[src/rtl/bw_io_jp_bsr_seq.sv]
// bw_io_jp_bsr_seq: boundary-scan chain sequencer (capture/shift/update) driven by a command/response handshake.
// All outputs are registered from the next state so strobes line up with the FSM state they belong to.
module bw_io_jp_bsr_seq #(
   parameter int MAXLEN = 64
) (
   input  logic              clk,
   input  logic              rst_l,
   input  logic              cmd_vld,
   output logic              cmd_rdy,
   input  logic [1:0]        cmd_op,
   input  logic [6:0]        cmd_len,
   input  logic [MAXLEN-1:0] cmd_wdata,
   input  logic              abort,
   output logic              rsp_vld,
   input  logic              rsp_rdy,
   output logic [MAXLEN-1:0] rsp_rdata,
   output logic              rsp_abort,
   output logic              bsr_si,
   input  logic              bsr_so,
   output logic              shift_dr,
   output logic              clock_dr,
   output logic              update_dr,
   output logic              mode_ctl
);
   localparam int AW = $clog2(MAXLEN);
   typedef enum logic [2:0] {IDLE, CAPT, SSET, SCLK, UPD, RESP} state_t;
   state_t state_q, state_d;
   logic [6:0] len_q, len_d, bitcnt_q, bitcnt_d, lim;
   logic [MAXLEN-1:0] wdata_q, wdata_d, rdata_q, rdata_d;
   logic abt_q, abt_d, acc, kill;
   logic cmd_rdy_q, rsp_vld_q, si_q, shift_q, clock_q, update_q, mode_q;
   assign acc  = cmd_vld & cmd_rdy_q & (state_q == IDLE);
   assign kill = abort & (state_q inside {CAPT, SSET, SCLK});
   assign lim  = (len_q == 7'd0) ? 7'(MAXLEN) : len_q;
   always_ff @(posedge clk or negedge rst_l)
      if (!rst_l) state_q <= IDLE;
      else state_q <= state_d;
   always_comb begin
      state_d  = state_q;
      len_d    = len_q;
      bitcnt_d = bitcnt_q;
      wdata_d  = wdata_q;
      rdata_d  = rdata_q;
      abt_d    = abt_q;
      case (state_q)
         IDLE: if (acc) begin
            wdata_d  = cmd_wdata;
            len_d    = cmd_len;
            rdata_d  = '0;
            bitcnt_d = '0;
            abt_d    = 1'b0;
            state_d  = (cmd_op == 2'b00) ? CAPT : (cmd_op == 2'b01) ? SSET : (cmd_op == 2'b10) ? UPD : RESP;
         end
         CAPT: state_d = SSET;
         SSET: begin
            rdata_d[bitcnt_q[AW-1:0]] = bsr_so;
            state_d = SCLK;
         end
         SCLK: begin
            bitcnt_d = bitcnt_q + 7'd1;
            state_d  = (bitcnt_q + 7'd1 < lim) ? SSET : UPD;
         end
         UPD:  state_d = RESP;
         RESP: if (rsp_vld_q & rsp_rdy) state_d = IDLE;
         default: state_d = IDLE;
      endcase
      // Abort beats the SCLK->UPD step so update_dr never fires on an aborted command.
      if (kill) begin
         state_d = RESP;
         abt_d   = 1'b1;
      end
   end
   always_ff @(posedge clk or negedge rst_l)
      if (!rst_l) begin
         len_q     <= '0;
         bitcnt_q  <= '0;
         wdata_q   <= '0;
         rdata_q   <= '0;
         abt_q     <= 1'b0;
         cmd_rdy_q <= 1'b0;
         rsp_vld_q <= 1'b0;
         si_q      <= 1'b0;
         shift_q   <= 1'b0;
         clock_q   <= 1'b0;
         update_q  <= 1'b0;
         mode_q    <= 1'b0;
      end else begin
         len_q     <= len_d;
         bitcnt_q  <= bitcnt_d;
         wdata_q   <= wdata_d;
         rdata_q   <= rdata_d;
         abt_q     <= abt_d;
         cmd_rdy_q <= state_d == IDLE;
         rsp_vld_q <= state_d == RESP;
         si_q      <= (state_d == SSET) ? wdata_d[bitcnt_d[AW-1:0]] : (state_d == SCLK) & si_q;
         shift_q   <= state_d inside {SSET, SCLK};
         clock_q   <= state_d inside {CAPT, SCLK};
         update_q  <= state_d == UPD;
         mode_q    <= (acc && cmd_op == 2'b11) ? cmd_wdata[0] : mode_q;
      end
   assign cmd_rdy   = cmd_rdy_q;
   assign rsp_vld   = rsp_vld_q;
   assign rsp_rdata = rdata_q;
   assign rsp_abort = abt_q;
   assign bsr_si    = si_q;
   assign shift_dr  = shift_q;
   assign clock_dr  = clock_q;
   assign update_dr = update_q;
   assign mode_ctl  = mode_q;
endmodule

[config.mk]
export PLATFORM = sky130hd
export DESIGN_NAME = bw_io_jp_bsr_seq
export DESIGN_NICKNAME = d
export VERILOG_FILES = /design/src/rtl/bw_io_jp_bsr_seq.sv
export SDC_FILE = /design/constraint.sdc
export NUM_CORES = 1
export LEC_CHECK = 0
export CORE_MARGIN = 1
export CORE_UTILIZATION = 25
export DETAILED_ROUTE_END_ITERATION = 12
export RECOVER_POWER = 100
export SLEW_MARGIN = 20
export SYNTH_ARGS = -nofsm -noshare
export SYNTH_HDL_FRONTEND = slang
export SYNTH_SLANG_ARGS = --single-unit
[constraint.sdc]
create_clock -name clk -period 8.4 [get_ports clk]
set_clock_uncertainty 0.2 [all_clocks]
set_input_delay 0.84 -clock clk [delete_from_list [all_inputs] [get_ports clk]]
set_output_delay 0.84 -clock clk [all_outputs]
set_load 0.01 [all_outputs]
=== Yosys cells after proc, flatten, opt, wreduce, memory -nomap -nowiden ===
Index checks and enable logic that the tools add are counted.

* Memory bits (writable): 0
* Input bits: 79
* Output and inout port bits: 72
* Memory bits (read-only): 0
* Flip-flop bits (word level): 153
* Memories kept: 0
* Bits in latches: 0

* Divide/modulo/power cells: 0
* Magnitude comparators: 4
* Bitwise logic cells: 5
* Reductions and logical operators: 17
* Mux-type cells: 24
* Shift-type cells: 0
* Equality and inequality tests: 14
* Add/subtract/negate cells: 1
* $mul: 0

{| class="wikitable"
|+ Operator list
! cell !! number
|-
| 64-bit 2-to-1 mux || 3
|-
| 64-bit case mux with 2 select lines || 1
|-
| 64-bit bitwise mux || 1
|-
| 3-bit 2-to-1 mux || 6
|-
| 3-bit case mux with 6 select lines || 1
|-
| 6-bit by 7-bit < comparator with 1-bit output (second input constant) || 2
|-
| 7-bit 2-to-1 mux || 2
|-
| 7-bit case mux with 2 select lines || 1
|-
| 3-bit by 2-bit equality test with 1-bit output (second input constant) || 4
|-
| 3-bit equality test (second input constant) || 4
|-
| 2-bit nonzero test || 6
|-
| 2-bit AND reduction || 4
|-
| 7-bit by 1-bit adder with 7-bit output (second input constant) || 1
|-
| 7-bit logical NOT || 1
|-
| 7-bit < comparator || 1
|-
| 1-bit 2-to-1 mux || 7
|-
| 1-bit binary-select mux with 6-bit select || 1
|-
| 1-bit demux with 6-bit select || 1
|-
| 3-bit by 1-bit equality test with 1-bit output (second input constant) || 2
|-
| 6-bit by 1-bit greater-or-equal comparator with 1-bit output (second input constant) || 1
|-
| 3-bit logical NOT || 2
|-
| 1-bit bitwise AND || 5
|-
| 2-bit equality test (second input constant) || 2
|-
| 3-bit nonzero test || 1
|-
| 4 further kinds || 5
|}

=== Depth between registers and ports, before layout ===
Gate-level depths: netlist (run 1).

* Word-level depth: 10
* Depth in mapped cells: 15
* Gate-level depth less buffers: 11

=== Least setup slack after synthesis (run 1) ===
Ideal clock, no wire load.

* Kind: flip-flop to flip-flop
* Start: register bitcnt_q[2]
* End: register si_q, in the netlist bsr_si
* Arrival: 2,734 ps
* Setup time: 66 ps
* Slack: 5,400 ps
* Cell stages (with the launch flop): 13
* Data required time: 8,134 ps
* Cell sequence: dfrtp_1 -> clkbuf_1 -> clkbuf_1 -> xor2_1 -> ha_1 -> o21a_1 -> o21a_1 -> o21a_1 -> o21a_1 -> o21ai_0 -> a21oi_1 -> o41ai_1 -> o211a_1

* Longest elaborated chain between the ends: 8

{| class="wikitable"
|+ RTL lines
! what !! RTL line !! RTL
|-
| start: declaration || 28 || <nowiki>logic [6:0] len_q, len_d, bitcnt_q, bitcnt_d, lim;</nowiki>
|-
| start signal: assignment || 89 || <nowiki>bitcnt_q <= bitcnt_d;</nowiki>
|-
| 7-bit by 1-bit adder with 7-bit output (*) || 61 || <nowiki>state_d = (bitcnt_q + 7'd1 < lim) ? SSET : UPD;</nowiki>
|-
| 7-bit < comparator (*) || 61 ||
|-
| 3-bit 2-to-1 mux (*) || 61 ||
|-
| 3-bit case mux with 6 select lines (*) || 45 || <nowiki>case (state_q)</nowiki>
|-
| 3-bit 2-to-1 mux (*) || 68 || <nowiki>if (kill) begin</nowiki>
|-
| named net state_d[1] || 27 || <nowiki>state_t state_q, state_d;</nowiki>
|-
| 3-bit by 2-bit equality test with 1-bit output || 95 || <nowiki>si_q <= (state_d == SSET) ? wdata_d[bitcnt_d[AW-1:0]] : (state_d == SCLK) & si_q;</nowiki>
|-
| 1-bit bitwise AND || 95 ||
|-
| 1-bit 2-to-1 mux (*) || 95 ||
|-
| end signal: assignment || 95 ||
|-
| end: declaration || 31 || <nowiki>logic cmd_rdy_q, rsp_vld_q, si_q, shift_q, clock_q, update_q, mode_q;</nowiki>
|}

The timed path passes the listed nets; every way through them passes the cells marked *. The select of a mux whose other input is x is not followed.
A chain may end at the register's enable or synchronous reset.

=== Final worst setup path (run 1) ===
* Start: input port cmd_vld
* End: register si_q, in the netlist bsr_si

* Longest elaborated chain between the ends: 8

{| class="wikitable"
|+ RTL lines
! what !! RTL line !! RTL
|-
| start: declaration || 8 || <nowiki>input logic cmd_vld,</nowiki>
|-
| 1-bit bitwise AND (*) (2 in a row) || 32 || <nowiki>assign acc = cmd_vld & cmd_rdy_q & (state_q == IDLE);</nowiki>
|-
| branches (longest 5 deep; another with 7-bit 2-to-1 mux) || -- ||
|-
| 1-bit 2-to-1 mux (*) || 95 ||
|}

Mark *: on every way between the ends. The select of a mux whose other input is x is not followed.

==> impl_results.html, run 1 <==
<table>
<tr><th>Metric</th><th>Value</th></tr>
<tr><th colspan="2">Worst setup path</th></tr>
<tr><td>Cell with the largest stage delay on the worst path</td><td>clkbuf_1</td></tr>
<tr><td>Critical Path End Type</td><td>flop</td></tr>
<tr><td>Worst setup SP type</td><td>input pin</td></tr>
<tr><td>Path type of the worst setup path</td><td>in2reg</td></tr>
<tr><td>Highest fanout seen on the critical path</td><td>50</td></tr>
<tr><td>Flop2flop setup slack</td><td>between 3 and 4 ns</td></tr>
<tr><td>Req. time, crit path</td><td>~8.6 ns</td></tr>
<tr><td>Crit-path max cell delay</td><td>around 1.6 ns</td></tr>
<tr><td>Worst path arrival time</td><td>slightly below 6 ns</td></tr>
<tr><td>Worst path cell trace</td><td>dlygate4sd3_1 -&gt; nand4bb_1 -&gt; or2_0 -&gt; clkbuf_1 -&gt; nand2_1 -&gt; o211ai_1 -&gt; nor2_1 -&gt; or4_1 -&gt; o31a_1 -&gt; o211ai_2 -&gt; o211a_1</td></tr>
<tr><th colspan="2">Routing</th></tr>
<tr><td>First-pass detailed-route iteration total</td><td>5</td></tr>
<tr><td>Antenna-violating nets left</td><td>0</td></tr>
<tr><td>Number of DRC violations after detailed routing</td><td>0</td></tr>
<tr><td>Vias</td><td>6860</td></tr>
<tr><td>Detail-routed via count per cell</td><td>slightly below 5</td></tr>
<tr><td>WL per Instance</td><td>about 17 µm</td></tr>
<tr><td>Routed wire length</td><td>approximately 24000 µm</td></tr>
<tr><td>Iteration-0 DRC Markers</td><td>roughly 770</td></tr>
<tr><th colspan="2">Clock tree</th></tr>
<tr><td>Clock Sinks</td><td>around 150</td></tr>
<tr><td>Worst-Skew Late Latency</td><td>~0.43 ns</td></tr>
<tr><td>Total clock buffers created by CTS</td><td>17</td></tr>
<tr><td>Number of gates given a new drive strength after cts</td><td>0</td></tr>
<tr><td>Number of H-tree levels</td><td>4</td></tr>
<tr><td>Clock Path Buffers</td><td>2</td></tr>
<tr><td>Clock-pin slew of the registers on the worst-case setup and hold paths</td><td>0.06 ns</td></tr>
<tr><td>Buffers inserted by post-CTS timing repair</td><td>0</td></tr>
<tr><td>Cell chosen for the clock root</td><td>clkbuf_16</td></tr>
<tr><td>Clock tree from TritonCTS</td><td>yes</td></tr>
<tr><td>Hold_buf cts</td><td>0</td></tr>
<tr><th colspan="2">Global route</th></tr>
<tr><td>Met3 global-route usage</td><td>3.571%</td></tr>
<tr><td>Via count of the first global-routing pass</td><td>6455</td></tr>
<tr><td>Global-route usage over all layers</td><td>15.83%</td></tr>
<tr><td>Maximum number of pins on one net before global-route repair</td><td>83</td></tr>
<tr><td>Remaining Overflow, GRT</td><td>0</td></tr>
<tr><td>Antenna violations before repair</td><td>0</td></tr>
<tr><td>First-pass GRT wire length</td><td>about 38000 µm</td></tr>
<tr><td>Most Used Layer, Global Route</td><td>met2</td></tr>
<tr><td>Met2 Usage GRT</td><td>between 20% and 30%</td></tr>
<tr><td>Met1 global-route usage</td><td>around 22%</td></tr>
<tr><th colspan="2">Timing</th></tr>
<tr><td>Slew at the pin closest to its max-slew limit</td><td>roughly 4.5 ns</td></tr>
<tr><td>Slew Limit Fails</td><td>238</td></tr>
<tr><td>Final-report hold violation count</td><td>0</td></tr>
<tr><td>RSZ-0062 raised after global routing</td><td>no</td></tr>
<tr><td>Period Utilization, post-route</td><td>between 60 and 70%</td></tr>
<tr><td>Final critical-path setup slack</td><td>roughly 2.6 ns</td></tr>
<tr><td>Worst relative slew slack</td><td>-199.6%</td></tr>
<tr><td>Sum of negative setup slack</td><td>0 ns</td></tr>
<tr><td>Setup-violating endpoint count in the final report</td><td>0</td></tr>
<tr><td>Min cycle time layout</td><td>slightly below 6 ns</td></tr>
<tr><td>Maximum frequency from static timing analysis</td><td>0.1731 GHz</td></tr>
<tr><th colspan="2">Layout</th></tr>
<tr><td>Design area</td><td>just under 10000 µm²</td></tr>
<tr><td>Growth of design area from synthesis to finish</td><td>31.53%</td></tr>
<tr><td>Ratio of cells with drive above 1 in the final layout</td><td>roughly 5.6%</td></tr>
<tr><td>Layout Nets</td><td>roughly 1100</td></tr>
<tr><td>Filler cell count</td><td>just over 3000</td></tr>
<tr><th colspan="2">Die</th></tr>
<tr><td>Top Ports</td><td>around 150</td></tr>
<tr><td>Height of the die</td><td>between 150 and 200 µm</td></tr>
<tr><td>Area inside the core boundary</td><td>between 20000 and 30000 µm²</td></tr>
<tr><td>Initial standard-cell utilization of the core</td><td>about a quarter</td></tr>
<tr><td>Number of cell rows</td><td>63</td></tr>
<tr><td>DIE WIDTH</td><td>approximately 180 µm</td></tr>
<tr><td>Total die area</td><td>slightly above 30000 µm²</td></tr>
<tr><th colspan="2">Logic synthesis</th></tr>
<tr><td>Area share of the largest cell type after synthesis</td><td>just over 50%</td></tr>
<tr><td>Register area share after synthesis</td><td>around half</td></tr>
<tr><td>Cell area after technology mapping</td><td>7528 µm²</td></tr>
<tr><td>Post-synth top flop</td><td>dfrtp_1</td></tr>
<tr><td>Synthesized instance count</td><td>868</td></tr>
<tr><td>Warning count from the yosys run</td><td>0</td></tr>
<tr><td>Synthesized flop and latch total</td><td>153</td></tr>
<tr><td>Top cell type by total area after synthesis</td><td>dfrtp_1</td></tr>
<tr><td>Cell types occupying the most area after synthesis</td><td>dfrtp_1 51%, nand2_1 12%, o21ai_0 9.4%</td></tr>
<tr><td>Mean cell area of the mapped netlist</td><td>a little under 9 µm²</td></tr>
<tr><td>Share of flip-flops with an asynchronous set or reset after synthesis</td><td>100.0%</td></tr>
<tr><td>Number of different library cells in the post-synthesis netlist</td><td>63</td></tr>
<tr><td>Number of enable flip-flop cells after synthesis</td><td>0</td></tr>
<tr><td>Post-synthesis net count</td><td>between 900 and 1000</td></tr>
<tr><th colspan="2">Worst hold path</th></tr>
<tr><td>Hold Path Class</td><td>reg2reg</td></tr>
<tr><th colspan="2">Placed design</th></tr>
<tr><td>Hpwl dp</td><td>about 17000 µm</td></tr>
<tr><td>Final weighted congestion in routability-driven placement</td><td>~0.83</td></tr>
<tr><td>Count of input and output buffers</td><td>150</td></tr>
<tr><td>Setup slack after placement</td><td>~3.6 ns</td></tr>
<tr><td>Cell area after placement</td><td>9294 µm²</td></tr>
<tr><th colspan="2">Power and ir drop</th></tr>
<tr><td>Peak supply drop</td><td>157.3 µV</td></tr>
<tr><td>Power density normalized to cell area</td><td>306.2 nW/µm²</td></tr>
<tr><td>Leakage</td><td>between 4 and 5 nW</td></tr>
<tr><th colspan="2">Outcome</th></tr>
<tr><td>Violations in the final reports</td><td>capacitance limit, slew limit</td></tr>
<tr><td>Run status</td><td>complete, but fails checks</td></tr>
<tr><th colspan="2">Job</th></tr>
<tr><td>Total of max-cap violations</td><td>4</td></tr>
</table>
## through the flow
| step | power (mW) | instances | utilization, % | hold slack, ns |
|---|---|---|---|---|
| 2_1_floorplan | 1.854 | 868 | - | 0.2293 |
| 3_3_place_gp | 2.197 | 1351 | 31.36 | 0.2428 |
| 3_5_place_dp | 2.216 | 1351 | 31.36 | 0.2573 |
| 4_1_cts | 3.066 | 1383 | 33.51 | 0.2707 |
| 5_1_grt | 3.232 | 1383 | 33.40 | 0.2874 |
| 6_report | 3.032 | 1384 | 33.41 | 0.2664 |
## cell usage in the layout (no fill, tap or decap), types with 7 or more instances in the layout
master           synthesis  layout
nand2_1                234     233
dfrtp_1                153     153
o21ai_0                142     143
a21oi_1                 77      76
clkdlybuf4s50_1          0      76
dlygate4sd3_1            0      73
nand3_1                 24      24
nor2_1                  18      19
clkbuf_16                0      17
inv_1                   11      12
nor3_1                  12      12
ha_1                    10      10
mux2_2                  12       9
and3_1                   7       7
clkbuf_1                29       7
## power breakdown
group / switching, mW / internal [mW]
clock network: 0.310 / 0.528
logic: 0.688 / 0.397
registers: 0.173 / 0.936
total: 1.17 / 1.86
## registers in the layout, summed over array words and instances (netlist names), 3 cells and up
name       count
bitcnt_q       7
len_q          7
rsp_rdata     64
state_q        3
wdata_q       64
## layout make-up
cell class,instances,area [µm²],area share (%)
sequential,153,3829,38.67
tap,390,488.0,4.928
clock inverter,11,196.4,1.984
inverter,13,48.80,0.4928
timing repair buffer,158,1548,15.63
clock buffer,21,440.4,4.448
antenna,1,2.502,0.02527
multi-input combinational,637,3349,33.83
## kinds of logic (layout without fill, tap and decap cells)
logic type	Yosys count	in the layout	share of synthesized area (%)
AOI/OAI and AO/OA	271	271	20.36
xor gates and xnor gates	5	5	0.5817
adders and majority gates	10	10	1.662
buffers and inverters	78	203	4.753
DFF	153	153	50.86
muxes	16	16	2.327
other	0	1	0
and+or+nand+nor	335	335	19.46
## worst paths after layout
kind	start	endpoint	depth (start not counted)
hold / removal	wdata_q[28]	wdata_q[28]	2
setup / recovery	cmd_vld	bsr_si	11
hold reg to reg	wdata_q[28]	wdata_q[28]	2
max in group asynchronous	rst_l	bitcnt_q[5]	2
min in group asynchronous	rst_l	rsp_rdata[44]	1
setup reg to reg	state_q[0]	bsr_si	10
## worst max-delay path, delay by kind of cell
family,cells,cell delay (ns)
simple gates,5,2.16
buf+inv,2,2.12
compound gates,4,0.79
## Yosys cell counts (4+ instances only)
library cell / number
a31oi_1: 5
nand2_1: 234
inv_1: 11
and2_1: 4
a2111oi_0: 4
nor4_1: 6
or3_1: 4
o21a_1: 5
mux2_2: 12
a21oi_1: 77
buf_1: 14
mux2i_1: 4
buf_4: 5
o21ai_0: 142
clkbuf_1: 29
dfrtp_1: 153
buf_2: 12
ha_1: 10
and3_1: 7
xnor2_1: 4
o211ai_1: 5
a211oi_1: 6
o2111ai_1: 4
nor3_1: 12
nor2_1: 18
buf_6: 4
nand3_1: 24
## routing by layer
metal	share of wire [%]	routed length [µm]
met5	0	0
met4	1.4	345
met3	7.2	1738
met2	46	10990
met1	46	10920
(Power assumes the default switching activity.)
==> run 2: changes to the inputs <==
==> constraint.sdc (replaced) <==
create_clock -name clk -period 5.2 [get_ports clk]
set_clock_uncertainty 0.2 [all_clocks]
set_input_delay 0.52 -clock clk [delete_from_list [all_inputs] [get_ports clk]]
set_output_delay 0.52 -clock clk [all_outputs]
set_load 0.01 [all_outputs]
==> run 2 against run 1 <==
  * The run still ends with capacitance limit, slew limit left
  * Non-clock buffer count increased by 4
  * First-iteration DRC count decreased by 3.4%
  * Worst setup slack got worse by 1.6 ns
  * Via count decreased by 1.8%
  * Clock power increased by 61%
  * Wire length decreased by 1.2%
  * Register-to-register slack got worse by 2.0 ns
  * Die area unchanged
  * Core utilization increased by 0.093 points
  * Largest cell class unchanged
==> impl_results.html, run 2 (synthesis gave the netlist of run 1 again) <==
<table>
<tr><th>Metric</th><th>Value</th></tr>
<tr><th colspan="2">Outcome</th></tr>
<tr><td>Violations in the final reports</td><td>capacitance limit, slew limit</td></tr>
<tr><td>Run status</td><td>complete, but fails checks</td></tr>
<tr><th colspan="2">Die</th></tr>
<tr><td>Height of the die</td><td>175.5 µm</td></tr>
<tr><td>DIE WIDTH</td><td>between 150 and 200 µm</td></tr>
<tr><td>Top Ports</td><td>about 150</td></tr>
<tr><td>Number of cell rows</td><td>63</td></tr>
<tr><td>Area inside the core boundary</td><td>between 20000 and 30000 µm²</td></tr>
<tr><td>Initial standard-cell utilization of the core</td><td>25.40%</td></tr>
<tr><td>Total die area</td><td>30810 µm²</td></tr>
<tr><th colspan="2">Timing</th></tr>
<tr><td>Sum of negative setup slack</td><td>0 ns</td></tr>
<tr><td>Slew Limit Fails</td><td>between 100 and 150</td></tr>
<tr><td>Min cycle time layout</td><td>just over 4 ns</td></tr>
<tr><td>Final-report hold violation count</td><td>0</td></tr>
<tr><td>Period Utilization, post-route</td><td>79.79%</td></tr>
<tr><td>Setup-violating endpoint count in the final report</td><td>0</td></tr>
<tr><td>Worst relative slew slack</td><td>-60.25%</td></tr>
<tr><td>Worst hold slack</td><td>roughly 0.27 ns</td></tr>
<tr><td>Final critical-path setup slack</td><td>about 1.1 ns</td></tr>
<tr><td>Maximum frequency from static timing analysis</td><td>about 0.24 GHz</td></tr>
<tr><td>Slew at the pin closest to its max-slew limit</td><td>2.404 ns</td></tr>
<tr><td>RSZ-0062 raised after global routing</td><td>no</td></tr>
<tr><th colspan="2">Power and ir drop</th></tr>
<tr><td>Power density normalized to cell area</td><td>492.2 nW/µm²</td></tr>
<tr><td>Post-layout power</td><td>roughly 4.9 mW</td></tr>
<tr><td>Peak supply drop</td><td>between 200 and 300 µV</td></tr>
<tr><td>Cell internal pwr</td><td>roughly 3 mW</td></tr>
<tr><td>Switching power share of the total</td><td>between 30% and 40%</td></tr>
<tr><td>Power share of the sequential group</td><td>between 30% and 40%</td></tr>
<tr><td>Clk network pwr share</td><td>around 28%</td></tr>
<tr><td>Total net switching power</td><td>roughly 1.9 mW</td></tr>
<tr><td>Leakage</td><td>between 4 and 5 nW</td></tr>
<tr><td>Part of the power in combinational logic</td><td>a little over a third</td></tr>
<tr><th colspan="2">Worst setup path</th></tr>
<tr><td>Family with the most delay on the worst path</td><td>buffers and inverters</td></tr>
<tr><td>Critical Path End Type</td><td>flop</td></tr>
<tr><td>Worst path arrival time</td><td>between 4 and 5 ns</td></tr>
<tr><td>Worst path cell trace</td><td>nand4bb_1 -&gt; nor2_4 -&gt; buf_4 -&gt; a21oi_1 -&gt; clkbuf_1 -&gt; o21ai_0 -&gt; o21ai_0</td></tr>
<tr><td>Req. time, crit path</td><td>between 5 and 6 ns</td></tr>
<tr><td>Crit-path max cell delay</td><td>roughly 1.7 ns</td></tr>
<tr><td>Path type of the worst setup path</td><td>reg2reg</td></tr>
<tr><td>Critical Path Most Common Cell</td><td>o21ai_0</td></tr>
<tr><td>Cell with the largest stage delay on the worst path</td><td>clkbuf_1</td></tr>
<tr><td>Highest fanout seen on the critical path</td><td>64</td></tr>
<tr><td>Bufs and invs on worst path</td><td>2</td></tr>
<tr><td>Flop2flop setup slack</td><td>around 1.1 ns</td></tr>
<tr><td>Worst setup SP type</td><td>flop</td></tr>
<tr><th colspan="2">Global route</th></tr>
<tr><td>Global-route usage over all layers</td><td>between 10% and 20%</td></tr>
<tr><td>Maximum number of pins on one net before global-route repair</td><td>65</td></tr>
<tr><td>Remaining Overflow, GRT</td><td>0</td></tr>
<tr><td>Via count of the first global-routing pass</td><td>approximately 6400</td></tr>
<tr><td>First-pass GRT wire length</td><td>about 37000 µm</td></tr>
<tr><td>Antenna violations before repair</td><td>0</td></tr>
<tr><th colspan="2">Layout</th></tr>
<tr><td>Diodes inserted</td><td>0</td></tr>
<tr><td>Most frequent cells in the layout</td><td>233 x nand2_1, 153 x dfrtp_1, 142 x o21ai_0</td></tr>
<tr><td>Layout Nets</td><td>1073</td></tr>
<tr><td>Growth of design area from synthesis to finish</td><td>31.89%</td></tr>
<tr><td>Ratio of cells with drive above 1 in the final layout</td><td>6.319%</td></tr>
<tr><td>Filler cell count</td><td>about 3100</td></tr>
<tr><td>Design area</td><td>~9900 µm²</td></tr>
<tr><td>Most common library cell in the layout ignoring fill and taps</td><td>nand2_1</td></tr>
<tr><th colspan="2">Routing</th></tr>
<tr><td>Top Metal Used</td><td>met4</td></tr>
<tr><td>Routed length on met3</td><td>1697 µm</td></tr>
<tr><td>Detailed route wirelength on metal2</td><td>around 11000 µm</td></tr>
<tr><td>Number of DRC violations after detailed routing</td><td>0</td></tr>
<tr><td>Met1 layer wirelength in the final routing</td><td>10990 µm</td></tr>
<tr><td>Detail-routed via count per cell</td><td>just under 5</td></tr>
<tr><td>Antenna-violating nets left</td><td>0</td></tr>
<tr><td>WL per Instance</td><td>roughly 17 µm</td></tr>
<tr><td>Iteration-0 DRC Markers</td><td>roughly 740</td></tr>
<tr><td>Routed wire length</td><td>roughly 24000 µm</td></tr>
<tr><td>Vias</td><td>6738</td></tr>
<tr><td>First-pass detailed-route iteration total</td><td>5</td></tr>
<tr><th colspan="2">Placed design</th></tr>
<tr><td>Final weighted congestion in routability-driven placement</td><td>about 0.83</td></tr>
<tr><td>Count of input and output buffers</td><td>150</td></tr>
<tr><td>Setup slack after placement</td><td>between 1 and 1.5 ns</td></tr>
<tr><td>Hpwl dp</td><td>between 15000 and 20000 µm</td></tr>
<tr><td>Cell area after placement</td><td>approximately 9300 µm²</td></tr>
<tr><th colspan="2">Clock tree</th></tr>
<tr><td>Clock-pin slew of the registers on the worst-case setup and hold paths</td><td>approximately 0.070 ns</td></tr>
<tr><td>Number of gates given a new drive strength after cts</td><td>0</td></tr>
<tr><td>Clock Path Buffers</td><td>2</td></tr>
<tr><td>Buffers inserted by post-CTS timing repair</td><td>0</td></tr>
<tr><td>Clock Sinks</td><td>~150</td></tr>
<tr><td>Worst-Skew Late Latency</td><td>approximately 0.43 ns</td></tr>
<tr><td>Clock tree from TritonCTS</td><td>yes</td></tr>
<tr><td>Number of H-tree levels</td><td>4</td></tr>
<tr><td>Cell chosen for the clock root</td><td>clkbuf_16</td></tr>
<tr><td>Total clock buffers created by CTS</td><td>17</td></tr>
<tr><td>Hold_buf cts</td><td>1</td></tr>
<tr><th colspan="2">Worst hold path</th></tr>
<tr><td>Hold Path Class</td><td>reg2reg</td></tr>
<tr><th colspan="2">Job</th></tr>
<tr><td>Total of max-cap violations</td><td>2</td></tr>
</table>
[run 2: cell count changes in the layout (fill, tap and decap cells not counted), sizes merged]
cell,delta
inv,+4
clkinv,+1
clkdlybuf4s50,+1
buf,+1
diode,-1
clkinvlp,-2
bufinv,-1
[run 2: power by group through the flow]
stage	clock network (mW)	registers, mW	logic [mW]
after floorplan	0	1.66	1.33
after global placement	0	1.81	1.75
after detailed placement	0	1.81	1.78
after CTS	1.37	1.79	1.79
after global routing	1.42	1.83	1.96
final	1.35	1.79	1.74
[run 2: tightest hold or removal path: cells and delay by family (launching register included)]
kind / cells / cell delay, ns
flip-flops: 1 / 0.32
AND/OR/NAND/NOR: 2 / 0.11
[run 2: routing by layer]
layer | vias to the layer above | global-route usage, %
li1 | 3247 | -
met1 | 3197 | 22.29
met2 | 275 | 23.59
met3 | 19 | 3.701
met4 | 0 | 4.058
met5 | - | 0
[run 2: per-stage QoR]
| stage | std cells | util [%] |
|---|---|---|
| global route | 1387 | 33.50 |
| detailed placement | 1354 | 31.43 |
| global placement | 1354 | 31.43 |
| CTS | 1387 | 33.63 |
| finish | 1387 | 33.50 |
| floorplan | 868 | - |
[run 2: area by class of cell]
cell class / instances / area [µm²] / area share, %
flip-flops and latches: 153 / 3829 / 38.56
multi-input cells: 637 / 3349 / 33.73
repair buffers: 162 / 1574 / 15.85
well taps: 390 / 488.0 / 4.914
clock buffers: 19 / 452.9 / 4.561
clock inverters: 13 / 187.7 / 1.890
inverters: 13 / 48.80 / 0.4914
[run 2: path summary, 6_finish.rpt]
path                            depth (start not counted)       endpoint         from
max in group asynchronous                               3    wdata_q[13]        rst_l
worst min register to register                          2    wdata_q[28]  wdata_q[28]
worst min-delay path                                    2    wdata_q[28]  wdata_q[28]
worst max-delay path                                    7  rsp_rdata[14]   state_q[0]
worst max register to register                          7  rsp_rdata[14]   state_q[0]
min in group asynchronous                               2  rsp_rdata[44]        rst_l
==> run 3: changes to the inputs <==
==> constraint.sdc (replaced) <==
create_clock -name clk -period 4.3 [get_ports clk]
set_clock_uncertainty 0.2 [all_clocks]
set_input_delay 0.43 -clock clk [delete_from_list [all_inputs] [get_ports clk]]
set_output_delay 0.43 -clock clk [all_outputs]
set_load 0.01 [all_outputs]
==> run 3 against run 2 <==
  * The run still ends with capacitance limit, slew limit left
  * Sequential share of layout area up 0.19 points
  * Global-route usage up 0.40 points
  * Power up 17%
  * Final area down 0.48%
  * First-iteration DRC count down 18%
  * Flip-flop and latch count unchanged
  * Clock-buffer cell count down 2
  * Clock power up 4%
  * Core utilization down 0.16 points
  * Fmax up 17%
  * Critical path type unchanged
==> impl_results.html, run 3 (synthesis gave the netlist of run 1 again) <==
<table>
<tr><th>Metric</th><th>Value</th></tr>
<tr><th colspan="2">Routing</th></tr>
<tr><td>Iteration-0 DRC Markers</td><td>608</td></tr>
<tr><td>Antenna-violating nets left</td><td>0</td></tr>
<tr><td>Number of DRC violations after detailed routing</td><td>0</td></tr>
<tr><td>WL per Instance</td><td>~17 µm</td></tr>
<tr><td>Routed wire length</td><td>about 24000 µm</td></tr>
<tr><td>First-pass detailed-route iteration total</td><td>5</td></tr>
<tr><td>Vias</td><td>6912</td></tr>
<tr><td>Detail-routed via count per cell</td><td>a little under 5</td></tr>
<tr><th colspan="2">Clock tree</th></tr>
<tr><td>Number of gates given a new drive strength after cts</td><td>0</td></tr>
<tr><td>Buffers inserted by post-CTS timing repair</td><td>0</td></tr>
<tr><td>Cell chosen for the clock root</td><td>clkbuf_16</td></tr>
<tr><td>Clock tree from TritonCTS</td><td>yes</td></tr>
<tr><td>Clock Sinks</td><td>around 150</td></tr>
<tr><td>Worst-Skew Late Latency</td><td>0.43 ns</td></tr>
<tr><td>Clock Path Buffers</td><td>2</td></tr>
<tr><td>Number of H-tree levels</td><td>4</td></tr>
<tr><td>Hold_buf cts</td><td>1</td></tr>
<tr><td>Clock-pin slew of the registers on the worst-case setup and hold paths</td><td>about 0.060 ns</td></tr>
<tr><td>Total clock buffers created by CTS</td><td>17</td></tr>
<tr><th colspan="2">Global route</th></tr>
<tr><td>Most Used Layer, Global Route</td><td>met2</td></tr>
<tr><td>Met3 global-route usage</td><td>under 10%</td></tr>
<tr><td>Remaining Overflow, GRT</td><td>0</td></tr>
<tr><td>Met2 Usage GRT</td><td>25.02%</td></tr>
<tr><td>Via count of the first global-routing pass</td><td>between 6000 and 7000</td></tr>
<tr><td>Met1 global-route usage</td><td>between 20 and 25%</td></tr>
<tr><td>Global-route usage over all layers</td><td>between 10% and 20%</td></tr>
<tr><td>First-pass GRT wire length</td><td>roughly 38000 µm</td></tr>
<tr><td>Antenna violations before repair</td><td>0</td></tr>
<tr><td>Maximum number of pins on one net before global-route repair</td><td>93</td></tr>
<tr><th colspan="2">Layout</th></tr>
<tr><td>Layout Nets</td><td>approximately 1100</td></tr>
<tr><td>Ratio of cells with drive above 1 in the final layout</td><td>roughly 7.1%</td></tr>
<tr><td>Most frequent cells in the layout</td><td>233 x nand2_1, 153 x dfrtp_1, 142 x o21ai_0</td></tr>
<tr><td>Diodes inserted</td><td>0</td></tr>
<tr><td>Most common library cell in the layout ignoring fill and taps</td><td>nand2_1</td></tr>
<tr><td>Growth of design area from synthesis to finish</td><td>31.26%</td></tr>
<tr><th colspan="2">Placed design</th></tr>
<tr><td>Hpwl dp</td><td>around 17000 µm</td></tr>
<tr><td>Final weighted congestion in routability-driven placement</td><td>approximately 0.83</td></tr>
<tr><td>Count of input and output buffers</td><td>150</td></tr>
<tr><th colspan="2">Die</th></tr>
<tr><td>Area inside the core boundary</td><td>roughly 30000 µm²</td></tr>
<tr><td>Total die area</td><td>30810 µm²</td></tr>
<tr><td>DIE WIDTH</td><td>roughly 180 µm</td></tr>
<tr><td>Height of the die</td><td>~180 µm</td></tr>
<tr><td>Initial standard-cell utilization of the core</td><td>approximately 25%</td></tr>
<tr><td>Number of cell rows</td><td>63</td></tr>
<tr><td>Top Ports</td><td>151</td></tr>
<tr><th colspan="2">Worst setup path</th></tr>
<tr><td>Req. time, crit path</td><td>about 4.5 ns</td></tr>
<tr><td>Highest fanout seen on the critical path</td><td>33</td></tr>
<tr><td>Path type of the worst setup path</td><td>reg2reg</td></tr>
<tr><td>Worst setup SP type</td><td>flop</td></tr>
<tr><td>Bufs and invs on worst path</td><td>2</td></tr>
<tr><td>Family with the most delay on the worst path</td><td>simple AND/OR/NAND/NOR gates</td></tr>
<tr><td>Worst path arrival time</td><td>3.71 ns</td></tr>
<tr><td>Critical Path End Type</td><td>flop</td></tr>
<tr><td>Worst path cell trace</td><td>nand4bb_1 -&gt; clkbuf_1 -&gt; or2_2 -&gt; buf_4 -&gt; nor2_1 -&gt; nor4_1 -&gt; a311oi_1 -&gt; or4_1 -&gt; o31a_1 -&gt; o211ai_1 -&gt; o211a_1</td></tr>
<tr><td>Crit-path max cell delay</td><td>0.60 ns</td></tr>
<tr><td>Cell with the largest stage delay on the worst path</td><td>or2_2</td></tr>
<tr><th colspan="2">Job</th></tr>
<tr><td>Total of max-cap violations</td><td>1</td></tr>
<tr><th colspan="2">Timing</th></tr>
<tr><td>Slew at the pin closest to its max-slew limit</td><td>around 2.4 ns</td></tr>
<tr><td>Worst relative slew slack</td><td>-60.86%</td></tr>
<tr><td>Setup-violating endpoint count in the final report</td><td>0</td></tr>
<tr><td>Period Utilization, post-route</td><td>between 80% and 90%</td></tr>
<tr><td>Min cycle time layout</td><td>between 3 and 4 ns</td></tr>
<tr><td>Final-report hold violation count</td><td>0</td></tr>
<tr><td>RSZ-0062 raised after global routing</td><td>no</td></tr>
<tr><td>Slew Limit Fails</td><td>between 90 and 100</td></tr>
<tr><td>Maximum frequency from static timing analysis</td><td>roughly 0.28 GHz</td></tr>
<tr><td>Sum of negative setup slack</td><td>0 ns</td></tr>
<tr><th colspan="2">Outcome</th></tr>
<tr><td>Violations in the final reports</td><td>capacitance limit, slew limit</td></tr>
<tr><td>Run status</td><td>complete, but fails checks</td></tr>
<tr><th colspan="2">Power and ir drop</th></tr>
<tr><td>Leakage</td><td>4.648 nW</td></tr>
<tr><td>Post-layout power</td><td>roughly 5.7 mW</td></tr>
<tr><td>Power density normalized to cell area</td><td>a little under 600 nW/µm²</td></tr>
<tr><td>Peak supply drop</td><td>340.6 µV</td></tr>
<tr><th colspan="2">Worst hold path</th></tr>
<tr><td>Hold Path Class</td><td>reg2reg</td></tr>
</table>
==> run 3: changes by cell type in the layout (fill, tap and decap cells not counted), sizes merged <==
cell	before	now
clkinv	5	7
bufinv	4	0
clkinvlp	0	4
buf	7	11
clkbuf	24	23
==> run 3: path summary, 6_finish.rpt <==
path / startpoint / to / slack (ns) / depth (start not counted)
setup / recovery: state_q[0] / bsr_si / 0.76 / 11
max in group asynchronous: rst_l / wdata_q[36] / 1.40 / 2
setup reg to reg: state_q[0] / bsr_si / 0.76 / 11
min in group asynchronous: rst_l / rsp_rdata[44] / 1.04 / 2
hold reg to reg: wdata_q[29] / wdata_q[29] / 0.27 / 2
hold / removal: wdata_q[29] / wdata_q[29] / 0.27 / 2
==> run 3: worst min-delay path: stages (launching register included) <==
cell and delay, ns:
dfrtp_1 0.32, nand2_1 0.06, nand2_1 0.06
==> run 3: metal layers <==
metal | share of wire, % | vias to the layer above | wire length [µm]
met4 | 1.4 | 0 | 335
met1 | 45 | 3306 | 10780
met2 | 46 | 320 | 11190
met3 | 7.8 | 29 | 1892
li1 | - | 3257 | -
met5 | 0 | - | 0
==> run 3: cell type report <==
| cell class | instances | area (µm²) |
|---|---|---|
| clock inverters | 15 | 120.1 |
| multi-input cells | 637 | 3349 |
| inverters | 13 | 48.80 |
| well taps | 390 | 488.0 |
| repair buffers | 167 | 1622 |
| flip-flops and latches | 153 | 3829 |
| fillers | 3137 | 19760 |
| clock buffers | 17 | 425.4 |
==> run 3: stage by stage <==
| step | setup slack [ns] | cell area (µm²) | hold WS, ns | util [%] | std cells |
|---|---|---|---|---|---|
| after floorplan | 1.300 | 7528 | -0.06559 | - | 868 |
| after global placement | 0.6664 | 9366 | 0.2468 | 31.60 | 1359 |
| after detailed placement | 0.5652 | 9366 | 0.2493 | 31.60 | 1359 |
| after CTS | 0.8133 | 9922 | 0.2710 | 33.48 | 1392 |
| after global routing | 0.4620 | 9882 | 0.2887 | 33.34 | 1392 |
| final | 0.7568 | 9882 | 0.2660 | 33.34 | 1392 |
==> run 3: power breakdown <==
| part | total (mW) | switching, mW | internal (mW) |
|---|---|---|---|
| Sequential | 2.13 | 0.299 | 1.83 |
| Clock | 1.40 | 0.647 | 0.748 |
| Combinational | 2.19 | 1.40 | 0.795 |
| Total | 5.71 | 2.34 | 3.37 |
